### src/rtl/hazard_stall_unit_if.sv
// Hazard unit bundle: ID/EX/MEM hazard inputs
// and pipeline register enable/flush controls.
interface hazard_stall_unit_if #(
   parameter int CNT_W = 16
);
   logic [6:0]       ID_opcode;
   logic [4:0]       ID_ReadRegNum1;
   logic [4:0]       ID_ReadRegNum2;
   logic             EX_cntl_MemRead;
   logic [4:0]       EX_WriteRegNum;
   logic             EX_BranchTaken;
   logic             MEM_cntl_MemRead;
   logic             MEM_cntl_MemWrite;
   logic             dmem_ready;
   logic             PCWrite;
   logic             IFID_Write;
   logic             IFID_Flush;
   logic             IDEX_Write;
   logic             IDEX_Flush;
   logic             EXMEM_Write;
   logic             MEMWB_Bubble;
   logic             mem_timeout_err;
   logic [CNT_W-1:0] stall_cycles;
   logic [CNT_W-1:0] flush_count;

   modport master (
      output ID_opcode, ID_ReadRegNum1, ID_ReadRegNum2,
      output EX_cntl_MemRead, EX_WriteRegNum, EX_BranchTaken,
      output MEM_cntl_MemRead, MEM_cntl_MemWrite, dmem_ready,
      input  PCWrite, IFID_Write, IFID_Flush,
      input  IDEX_Write, IDEX_Flush, EXMEM_Write,
      input  MEMWB_Bubble, mem_timeout_err,
      input  stall_cycles, flush_count
   );

   modport slave (
      input  ID_opcode, ID_ReadRegNum1, ID_ReadRegNum2,
      input  EX_cntl_MemRead, EX_WriteRegNum, EX_BranchTaken,
      input  MEM_cntl_MemRead, MEM_cntl_MemWrite, dmem_ready,
      output PCWrite, IFID_Write, IFID_Flush,
      output IDEX_Write, IDEX_Flush, EXMEM_Write,
      output MEMWB_Bubble, mem_timeout_err,
      output stall_cycles, flush_count
   );
endinterface

### src/rtl/hazard_stall_unit.sv
// Stall/flush control for load-use, taken branches and slow
// data-memory accesses, with a MEM timeout and perf counters.
module hazard_stall_unit #(
   parameter int MEM_TIMEOUT = 64,
   parameter int CNT_W       = 16
) (
   input logic               clk,
   input logic               reset_n,
   hazard_stall_unit_if.slave hz
);
   localparam int WCW = (MEM_TIMEOUT > 2) ? $clog2(MEM_TIMEOUT) : 1;
   localparam logic [WCW-1:0] WAIT_LAST = WCW'(MEM_TIMEOUT - 1);

   typedef enum logic [1:0] {
      RUN      = 2'd0,
      MEM_WAIT = 2'd1,
      ERROR    = 2'd2
   } state_t;

   state_t           state;
   state_t           nextState;
   logic [WCW-1:0]   waitCnt;
   logic             errFlag;
   logic [CNT_W-1:0] stallCnt;
   logic [CNT_W-1:0] flushCnt;

   logic useRs1;
   logic useRs2;
   logic loadUse;
   logic memBusy;
   logic frozen;
   logic busyAct;
   logic brAct;
   logic luAct;

   always_comb begin
      useRs1 = 1'b1;
      useRs2 = 1'b0;
      unique case (hz.ID_opcode)
         7'b0110111,
         7'b0010111,
         7'b1101111: useRs1 = 1'b0;
         7'b0110011,
         7'b0100011,
         7'b1100011: useRs2 = 1'b1;
         default: ;
      endcase
   end

   assign loadUse = hz.EX_cntl_MemRead
                 && (hz.EX_WriteRegNum != 5'd0)
                 && ((useRs1 && hz.ID_ReadRegNum1 == hz.EX_WriteRegNum)
                  || (useRs2 && hz.ID_ReadRegNum2 == hz.EX_WriteRegNum));

   assign memBusy = (hz.MEM_cntl_MemRead || hz.MEM_cntl_MemWrite)
                 && !hz.dmem_ready;

   // Mutually exclusive activations encode the priority order
   assign frozen  = (state == ERROR);
   assign busyAct = !frozen && memBusy;
   assign brAct   = !frozen && !memBusy && hz.EX_BranchTaken;
   assign luAct   = !frozen && !memBusy && !hz.EX_BranchTaken && loadUse;

   always_comb begin
      nextState = state;
      unique case (state)
         RUN:
            if (memBusy) nextState = MEM_WAIT;
         MEM_WAIT:
            if (!memBusy)                  nextState = RUN;
            else if (waitCnt == WAIT_LAST) nextState = ERROR;
         ERROR:
            nextState = ERROR;
         default:
            nextState = RUN;
      endcase
   end

   always_comb begin
      hz.PCWrite      = 1'b1;
      hz.IFID_Write   = 1'b1;
      hz.IFID_Flush   = 1'b0;
      hz.IDEX_Write   = 1'b1;
      hz.IDEX_Flush   = 1'b0;
      hz.EXMEM_Write  = 1'b1;
      hz.MEMWB_Bubble = 1'b0;
      unique case (1'b1)
         frozen: begin
            hz.PCWrite     = 1'b0;
            hz.IFID_Write  = 1'b0;
            hz.IDEX_Write  = 1'b0;
            hz.EXMEM_Write = 1'b0;
         end
         busyAct: begin
            hz.PCWrite      = 1'b0;
            hz.IFID_Write   = 1'b0;
            hz.IDEX_Write   = 1'b0;
            hz.EXMEM_Write  = 1'b0;
            hz.MEMWB_Bubble = 1'b1;
         end
         brAct: begin
            hz.IFID_Flush = 1'b1;
            hz.IDEX_Flush = 1'b1;
         end
         luAct: begin
            hz.PCWrite    = 1'b0;
            hz.IFID_Write = 1'b0;
            hz.IDEX_Flush = 1'b1;
         end
         default: ;
      endcase
   end

   always_ff @(posedge clk or negedge reset_n) begin
      if (!reset_n) begin
         state <= RUN;
      end else begin
         state <= nextState;
      end
   end

   always_ff @(posedge clk or negedge reset_n) begin
      if (!reset_n) begin
         waitCnt <= '0;
      end else if (state == RUN && nextState == MEM_WAIT) begin
         waitCnt <= '0;
      end else if (state == MEM_WAIT && nextState == MEM_WAIT) begin
         waitCnt <= waitCnt + WCW'(1);
      end
   end

   always_ff @(posedge clk or negedge reset_n) begin
      if (!reset_n) begin
         errFlag <= 1'b0;
      end else if (nextState == ERROR) begin
         errFlag <= 1'b1;
      end
   end

   always_ff @(posedge clk or negedge reset_n) begin
      if (!reset_n) begin
         stallCnt <= '0;
         flushCnt <= '0;
      end else begin
         if ((busyAct || luAct) && stallCnt != '1)
            stallCnt <= stallCnt + CNT_W'(1);
         if (brAct && flushCnt != '1)
            flushCnt <= flushCnt + CNT_W'(1);
      end
   end

   assign hz.mem_timeout_err = errFlag;
   assign hz.stall_cycles    = stallCnt;
   assign hz.flush_count     = flushCnt;

endmodule

### src/flat_wrapper.sv
// flat-port wrapper written by rule: the top's interface ports become plain ports
module hazard_stall_unit_flat 
#(
   parameter int MEM_TIMEOUT = 64,
   parameter int CNT_W       = 16
)
  (clk, reset_n, hz_ID_opcode, hz_ID_ReadRegNum1, hz_ID_ReadRegNum2, hz_EX_cntl_MemRead, hz_EX_WriteRegNum, hz_EX_BranchTaken, hz_MEM_cntl_MemRead, hz_MEM_cntl_MemWrite, hz_dmem_ready, hz_PCWrite, hz_IFID_Write, hz_IFID_Flush, hz_IDEX_Write, hz_IDEX_Flush, hz_EXMEM_Write, hz_MEMWB_Bubble, hz_mem_timeout_err, hz_stall_cycles, hz_flush_count);
  hazard_stall_unit_if #(.CNT_W(CNT_W)) hz_i ();
  input logic clk;
  input logic reset_n;
  input wire logic [$bits(hz_i.ID_opcode)-1:0] hz_ID_opcode;
  input wire logic [$bits(hz_i.ID_ReadRegNum1)-1:0] hz_ID_ReadRegNum1;
  input wire logic [$bits(hz_i.ID_ReadRegNum2)-1:0] hz_ID_ReadRegNum2;
  input wire logic [$bits(hz_i.EX_cntl_MemRead)-1:0] hz_EX_cntl_MemRead;
  input wire logic [$bits(hz_i.EX_WriteRegNum)-1:0] hz_EX_WriteRegNum;
  input wire logic [$bits(hz_i.EX_BranchTaken)-1:0] hz_EX_BranchTaken;
  input wire logic [$bits(hz_i.MEM_cntl_MemRead)-1:0] hz_MEM_cntl_MemRead;
  input wire logic [$bits(hz_i.MEM_cntl_MemWrite)-1:0] hz_MEM_cntl_MemWrite;
  input wire logic [$bits(hz_i.dmem_ready)-1:0] hz_dmem_ready;
  output wire logic [$bits(hz_i.PCWrite)-1:0] hz_PCWrite;
  output wire logic [$bits(hz_i.IFID_Write)-1:0] hz_IFID_Write;
  output wire logic [$bits(hz_i.IFID_Flush)-1:0] hz_IFID_Flush;
  output wire logic [$bits(hz_i.IDEX_Write)-1:0] hz_IDEX_Write;
  output wire logic [$bits(hz_i.IDEX_Flush)-1:0] hz_IDEX_Flush;
  output wire logic [$bits(hz_i.EXMEM_Write)-1:0] hz_EXMEM_Write;
  output wire logic [$bits(hz_i.MEMWB_Bubble)-1:0] hz_MEMWB_Bubble;
  output wire logic [$bits(hz_i.mem_timeout_err)-1:0] hz_mem_timeout_err;
  output wire logic [$bits(hz_i.stall_cycles)-1:0] hz_stall_cycles;
  output wire logic [$bits(hz_i.flush_count)-1:0] hz_flush_count;
  assign hz_i.ID_opcode = hz_ID_opcode;
  assign hz_i.ID_ReadRegNum1 = hz_ID_ReadRegNum1;
  assign hz_i.ID_ReadRegNum2 = hz_ID_ReadRegNum2;
  assign hz_i.EX_cntl_MemRead = hz_EX_cntl_MemRead;
  assign hz_i.EX_WriteRegNum = hz_EX_WriteRegNum;
  assign hz_i.EX_BranchTaken = hz_EX_BranchTaken;
  assign hz_i.MEM_cntl_MemRead = hz_MEM_cntl_MemRead;
  assign hz_i.MEM_cntl_MemWrite = hz_MEM_cntl_MemWrite;
  assign hz_i.dmem_ready = hz_dmem_ready;
  assign hz_PCWrite = hz_i.PCWrite;
  assign hz_IFID_Write = hz_i.IFID_Write;
  assign hz_IFID_Flush = hz_i.IFID_Flush;
  assign hz_IDEX_Write = hz_i.IDEX_Write;
  assign hz_IDEX_Flush = hz_i.IDEX_Flush;
  assign hz_EXMEM_Write = hz_i.EXMEM_Write;
  assign hz_MEMWB_Bubble = hz_i.MEMWB_Bubble;
  assign hz_mem_timeout_err = hz_i.mem_timeout_err;
  assign hz_stall_cycles = hz_i.stall_cycles;
  assign hz_flush_count = hz_i.flush_count;
  hazard_stall_unit #(.MEM_TIMEOUT(MEM_TIMEOUT), .CNT_W(CNT_W)) u_core (.clk(clk), .reset_n(reset_n), .hz(hz_i));
endmodule
### config.mk
export PLATFORM = sky130hd
export DESIGN_NAME = hazard_stall_unit_flat
export DESIGN_NICKNAME = d
export VERILOG_FILES = /design/src/rtl/hazard_stall_unit_if.sv /design/src/rtl/hazard_stall_unit.sv /design/src/flat_wrapper.sv
export SDC_FILE = /design/constraint.sdc
export NUM_CORES = 1
export LEC_CHECK = 0
export ABC_AREA = 1
export CAP_MARGIN = 20
export CORE_MARGIN = 2
export CORE_UTILIZATION = 54
export CTS_BUF_LIST = sky130_fd_sc_hd__clkbuf_2
export CTS_CLUSTER_DIAMETER = 100
export CTS_CLUSTER_SIZE = 25
export DETAILED_ROUTE_END_ITERATION = 16
export GPL_TIMING_DRIVEN = 0
export PLACE_DENSITY = 0.88
export SYNTH_ARGS = -nofsm -noshare
export SYNTH_HDL_FRONTEND = slang
export SYNTH_SLANG_ARGS = --single-unit
### constraint.sdc
create_clock -name clk -period 4.4 [get_ports clk]
set_input_delay 0.88 -clock clk [delete_from_list [all_inputs] [get_ports clk]]
set_output_delay 0.88 -clock clk [all_outputs]
set_load 0.03 [all_outputs]
# Yosys cells after proc, flatten, opt, wreduce, memory -nomap -nowiden
# Cells that the tools add are included.
# W data, S select, Z words.
[op_classes]
addsub = 3
n_lt_le_gt_ge = 0
bitwise = 0
n_reduce_logical = 29
mul = 0
n_shift = 0
mux = 13
n_div = 0
n_eq_ne = 15
[op_table]
columns = ["operator", "count"]
rows = [
  ["$add A16 B1 Y16 const B", 2],
  ["$ne A16 B16 Y1 const B", 2],
  ["$eq A7 B6 Y1 const B", 3],
  ["$eq A7 B7 Y1 const B", 2],
  ["$logic_and A1 B1 Y1", 14],
  ["$mux W6", 2],
  ["$eq A5 B5 Y1", 2],
  ["$reduce_or A3 Y1", 3],
  ["$eq A7 B5 Y1 const B", 1],
  ["$mux W1", 7],
  ["$add A6 B1 Y6 const B", 1],
  ["$eq A6 B6 Y1 const B", 1],
  ["$mux W2", 3],
  ["$pmux W2 S3", 1],
  ["$reduce_bool A5 Y1", 1],
  ["$eq A2 B1 Y1 const B", 2],
  ["$eq A2 B2 Y1 const B", 2],
  ["$logic_not A1 Y1", 4],
  ["$reduce_or A2 Y1", 2],
  ["$logic_or A1 B1 Y1", 3],
  ["$logic_not A2 Y1", 1],
  ["$reduce_bool A2 Y1", 1],
]
[totals]
mem_bits_ro = 0
memories = 0
elab_cells = 65
output_inout_bits = 40
ramBits = 0
latchBits = 0
reg_bits = 41
in_bits = 29

# Longest topological paths before layout
# Gate-level depths: netlist of run 1.
[logic_depth]
depth_word = 9
mapped_depth = 14
depth_no_buf = 13

# Worst setup path after synthesis of run 1
# No wires, ideal clock.
[synth_path]
path_type = "input port to output port"
startpoint = "input hz_MEM_cntl_MemWrite"
endpoint = "output hz_PCWrite"
arrival_time_ps = 2527
slack_ps = 993
path_stages = 10
required_time_ps = 3520
path_buffers = 2
path_cell_list = "nor2_1 > nor2_1 > nor2_1 > nand3_1 > nor2_1 > nand2_1 > nand2_2 > buf_2 > nor2_1 > buf_4"
[synth_between]
elab_chain_cells = 8
elab_cells_between_ends = 9
classes_between = "mux (1); reduce/logical (8)"
[synth_rtl]
columns = ["item", "line", "source"]
rows = [
  ["start, declared", "flat_wrapper.sv:18", "input wire logic [$bits(hz_i.MEM_cntl_MemWrite)-1:0] hz_MEM_cntl_MemWrite;"],
  ["$logic_or A1 B1 Y1 (*)", "hazard_stall_unit.sv:55", "assign memBusy = (hz.MEM_cntl_MemRead || hz.MEM_cntl_MemWrite)"],
  ["$logic_and A1 B1 Y1 (*)", "hazard_stall_unit.sv:56", "&& !hz.dmem_ready;"],
  ["$logic_not A1 Y1", "hazard_stall_unit.sv:62", "assign luAct = !frozen && !memBusy && !hz.EX_BranchTaken && loadUse;"],
  ["$logic_and A1 B1 Y1 (3 in a row)", "hazard_stall_unit.sv:62", ""],
  ["$reduce_or A3 Y1 (no line) (*)", "--", ""],
  ["$mux W1 (*)", "--", ""],
  ["end, declared", "flat_wrapper.sv:20", "output wire logic [$bits(hz_i.PCWrite)-1:0] hz_PCWrite;"],
]
# Every way passes the cells marked *; elsewhere a longest branch is shown, timed or not.

# Worst setup path after layout of run 1
[layout_path]
startpoint = "input hz_EX_WriteRegNum[3]"
endpoint = "output hz_PCWrite"
[layout_between]
elab_chain_cells = 7
elab_cells_between_ends = 11
classes_between = "eq/ne (2); mux (1); reduce/logical (8)"
[layout_rtl]
columns = ["item", "line", "source"]
rows = [
  ["start, declared", "flat_wrapper.sv:15", "input wire logic [$bits(hz_i.EX_WriteRegNum)-1:0] hz_EX_WriteRegNum;"],
  ["$eq A5 B5 Y1 (on tied branches)", "hazard_stall_unit.sv:52, hazard_stall_unit.sv:53", ""],
  ["$logic_and A1 B1 Y1 (on tied branches)", "hazard_stall_unit.sv:52, hazard_stall_unit.sv:53", ""],
  ["$logic_or A1 B1 Y1", "hazard_stall_unit.sv:53", "|| (useRs2 && hz.ID_ReadRegNum2 == hz.EX_WriteRegNum));"],
  ["$logic_and A1 B1 Y1 (*)", "hazard_stall_unit.sv:52", "&& ((useRs1 && hz.ID_ReadRegNum1 == hz.EX_WriteRegNum)"],
  ["$logic_and A1 B1 Y1 (*)", "hazard_stall_unit.sv:62", ""],
  ["$reduce_or A3 Y1 (no line) (*)", "--", ""],
  ["$mux W1 (*)", "hazard_stall_unit.sv:87", "unique case (1'b1)"],
]
# Marks and branches as above.

==> impl_metrics.ini, run 1 <==
[synthesis]
synthXorXnorAreaFrac_pct = 11.7
synth.area.top_cells = dfrtp_1, nand2_1, nand3_1
synth_edf_count = 0
ys_warn_count = 0
synth_top_flop_cell = dfrtp_1
synth-simple-area-share_pct = 36.1
synth.area.mux_share_pct = 0
synth_cell_types = 26
synthAdderAreaFrac_pct = 1.47
synthCells = 352
yosysMostFrequentCell = nand2_1
synth_seq_cells = 41
synth_compound_area_share_pct = 1.96
synth_top_cell_area_share_pct = 40.2
avgSynthCellArea_sq_um = 7.26
syn_nets = 384
yosysTopAreaCell = dfrtp_1
seq_area_frac_synth_pct = 40.2
async_reset_ff_share_pct = 100
synth_top_family_by_area = simple AND/OR/NAND/NOR gates
synth_common_cells = nand2_1, inv_1, nor2_1
syn_area_sq_mm = 0.00255

[drt]
wirelength_mm = 5.99
drc = 0
drt_iter0_drc = 122
drtAntennaViolNets = 0
wl_per_cell_um = 12.4
vias = 2457
firstDrtPassIters = 5
viasPerCell = 5.10

[final_layout]
design_area_sq_mm = 0.00334
n_fill_cell = 364
layout-drive-gt1-share_pct = 5.84
final_cells = 482
multi_input_area_sq_mm = 0.00131
regArea_sq_mm = 0.00103
layout.nets = 459
area_growth_pct = 30.6
diodes = 0
post-route-util_pct = 72.1

[global_route]
grt_pass1_wl_mm = 9.54
antenna_found_initial = 0
grt_pass1_vias = 2247
grt_overflow_total = 0
grt_max_degree = 42
grt_usage_pct = 22.8

[worst_hold_path]
min_path_type = reg2reg

[pwr]
pwr-share-seq_pct = 47.8
leakagePower_nw = 1.64
clockPowerShare_pct = 14.9
p_int_uw = 632
p_total_mw = 1.05
pwr_density_cell_mw_per_mm2 = 314
switching_share_pct = 39.7
ir_worst_vdd_v = 0.000345
p_comb_share_pct = 37.3
switchingPower_uw = 415

[placed_design]
gp_congestion = 0.868
dp.cells = 474
place_ws_ps = 257
dp_hpwl_mm = 4.63
placed_cell_area_sq_mm = 0.00330
portBuffers = 68

[cts]
post-cts-setup-buffers = 0
cts_buffer_depth = 2
root_buffer = clkbuf_2
ctsHoldBuffers = 0
clkLatencyLatePin_ps = 410
path_clk_slew_ps = 190
cts_resized = 0
h-tree-depth = 2
cts_buffers = 5
cts_sinks = 41
cts_tree = built

[worst_setup_path]
path_cells = clkdlybuf4s50_1 > inv_1 > nand2_1 > nand2_1 > inv_1 > nand2_1 > nor2_1 > nand2_1 > nand2_1 > nand2_1 > nand2_2 > buf_2 > nor2_1 > buf_4 > clkdlybuf4s50_1
worstSetupStartpointType = input port
path_common_cell = nand2_1
crit_required_ps = 3520
endpoint_kind = output pin
crit_path_top_delay_cell = clkdlybuf4s50_1
cp.arrival_ps = 3270
criticalPathCategory = in2out
cp_slowest_stage_delay_ps = 590
critPathMaxFanout = 10

[outcome]
run_status = complete, no violations

[timing]
fin_setup_tns_ps = 0
clock.fmax_mhz = 241
finClkSkew_ps = 21.1
fin_crit_sh_pct = 94.2
slew_headroom_pct = 39.5
worstMarginPinSlew_ps = 908
rsz0062_at_grt = no
fin_hold_ws_ps = 500
finalSetupViolCount = 0
finalWorstSetupSlack_ps = 255
period_minus_slack_ps = 4150
maxSlewViolCount = 0
hold_viol = 0

[floorplan]
initial_utilization_pct = 55.2
dieArea_sq_mm = 0.00530
floorplan.rows = 25
die_y_um = 72.8
ios = 69
core_sq_mm = 0.00463
dieWidth_um = 72.8

[flow_run]
drv_cap = 0
-- power groups by stage --
stage	logic (mW)	clock network (mW)	registers [mW]
after floorplan	0.137	0	0.584
after global placement	0.383	0	0.503
after detailed placement	0.391	0	0.506
after CTS	0.393	0.164	0.499
after global routing	0.422	0.178	0.508
final	0.391	0.156	0.500
-- placed cells by master (no fill, tap or decap) --
cell,n
or2_2,1
clkbuf_1,1
inv_2,2
nand3b_1,1
nand3_1,37
nor2_4,2
clkinv_1,2
o21ai_1,1
nor3_2,1
nand2_1,107
dfrtp_1,41
ha_1,3
nand2_4,1
clkinv_2,1
xnor2_1,13
clkbuf_2,5
a21oi_1,4
buf_2,3
nand4_1,3
clkdlybuf4s50_1,67
buf_6,1
buf_4,3
xor2_1,21
nor3_1,9
inv_1,44
o21ai_0,5
nand3_2,1
nor2_1,44
nand2_2,3
nand4_4,1
-- registers in the layout, indices dropped and copies added (netlist names) --
signal and cells:
u_core.hz.flush_count 16, u_core.state 2, u_core.hz.stall_cycles 16, u_core.waitCnt 6
u_core.hz.mem_timeout_err 1
-- metal layers --
layer / part of all wire, % / track usage [%]
met1: 44 / 29.5
met5: 0 / 0
met4: 1.3 / 6.79
met2: 47 / 38.7
met3: 7.1 / 4.56
-- final timing paths --
check                                          start                    endpoint  slack (ps)  cells past startpoint
min reg2reg                u_core.hz.mem_timeout_err   u_core.hz.mem_timeout_err         500                      1
min                        u_core.hz.mem_timeout_err   u_core.hz.mem_timeout_err         500                      1
max                             hz_EX_WriteRegNum[3]                  hz_PCWrite         250                     15
max in group asynchronous                    reset_n   u_core.hz.mem_timeout_err        3260                      1
min in group asynchronous                    reset_n   u_core.hz.stall_cycles[2]         560                      1
max reg2reg                u_core.hz.stall_cycles[0]  u_core.hz.stall_cycles[15]        2370                     11
-- critical path, delay by kind of cell --
kind / cells / cell delay, ps
simple gates: 9 / 710
buf+inv: 6 / 1680
-- kinds of logic after synthesis --
logic type	count (synthesis)
adders and majority gates	3
AOI/OAI and AO/OA	10
and+or+nand+nor	211
xor gates and xnor gates	34
DFF	41
buffers and inverters	53
-- area by class of cell --
type,instances,area share (%)
clock buffers,5,0.750
multi-input cells,258,39.2
repair buffers,68,20.3
plain buffers,7,1.43
clock inverters,3,0.375
inverters,46,5.18
flip-flops and latches,41,30.8
well taps,54,2.03
No activity file was read; power rests on OpenSTA's default activity.
==> run 2, diff against run 1 <==
--- a/config.mk
+++ b/config.mk
@@ -6,7 +6,7 @@
 export NUM_CORES = 1
 export LEC_CHECK = 0
 export ABC_AREA = 1
-export CAP_MARGIN = 20
+export CAP_MARGIN = 25
 export CORE_MARGIN = 2
 export CORE_UTILIZATION = 54
 export CTS_BUF_LIST = sky130_fd_sc_hd__clkbuf_2
==> results of run 2 <==
Same layout as run 1: the final DEF is identical, and so are final timing and power.
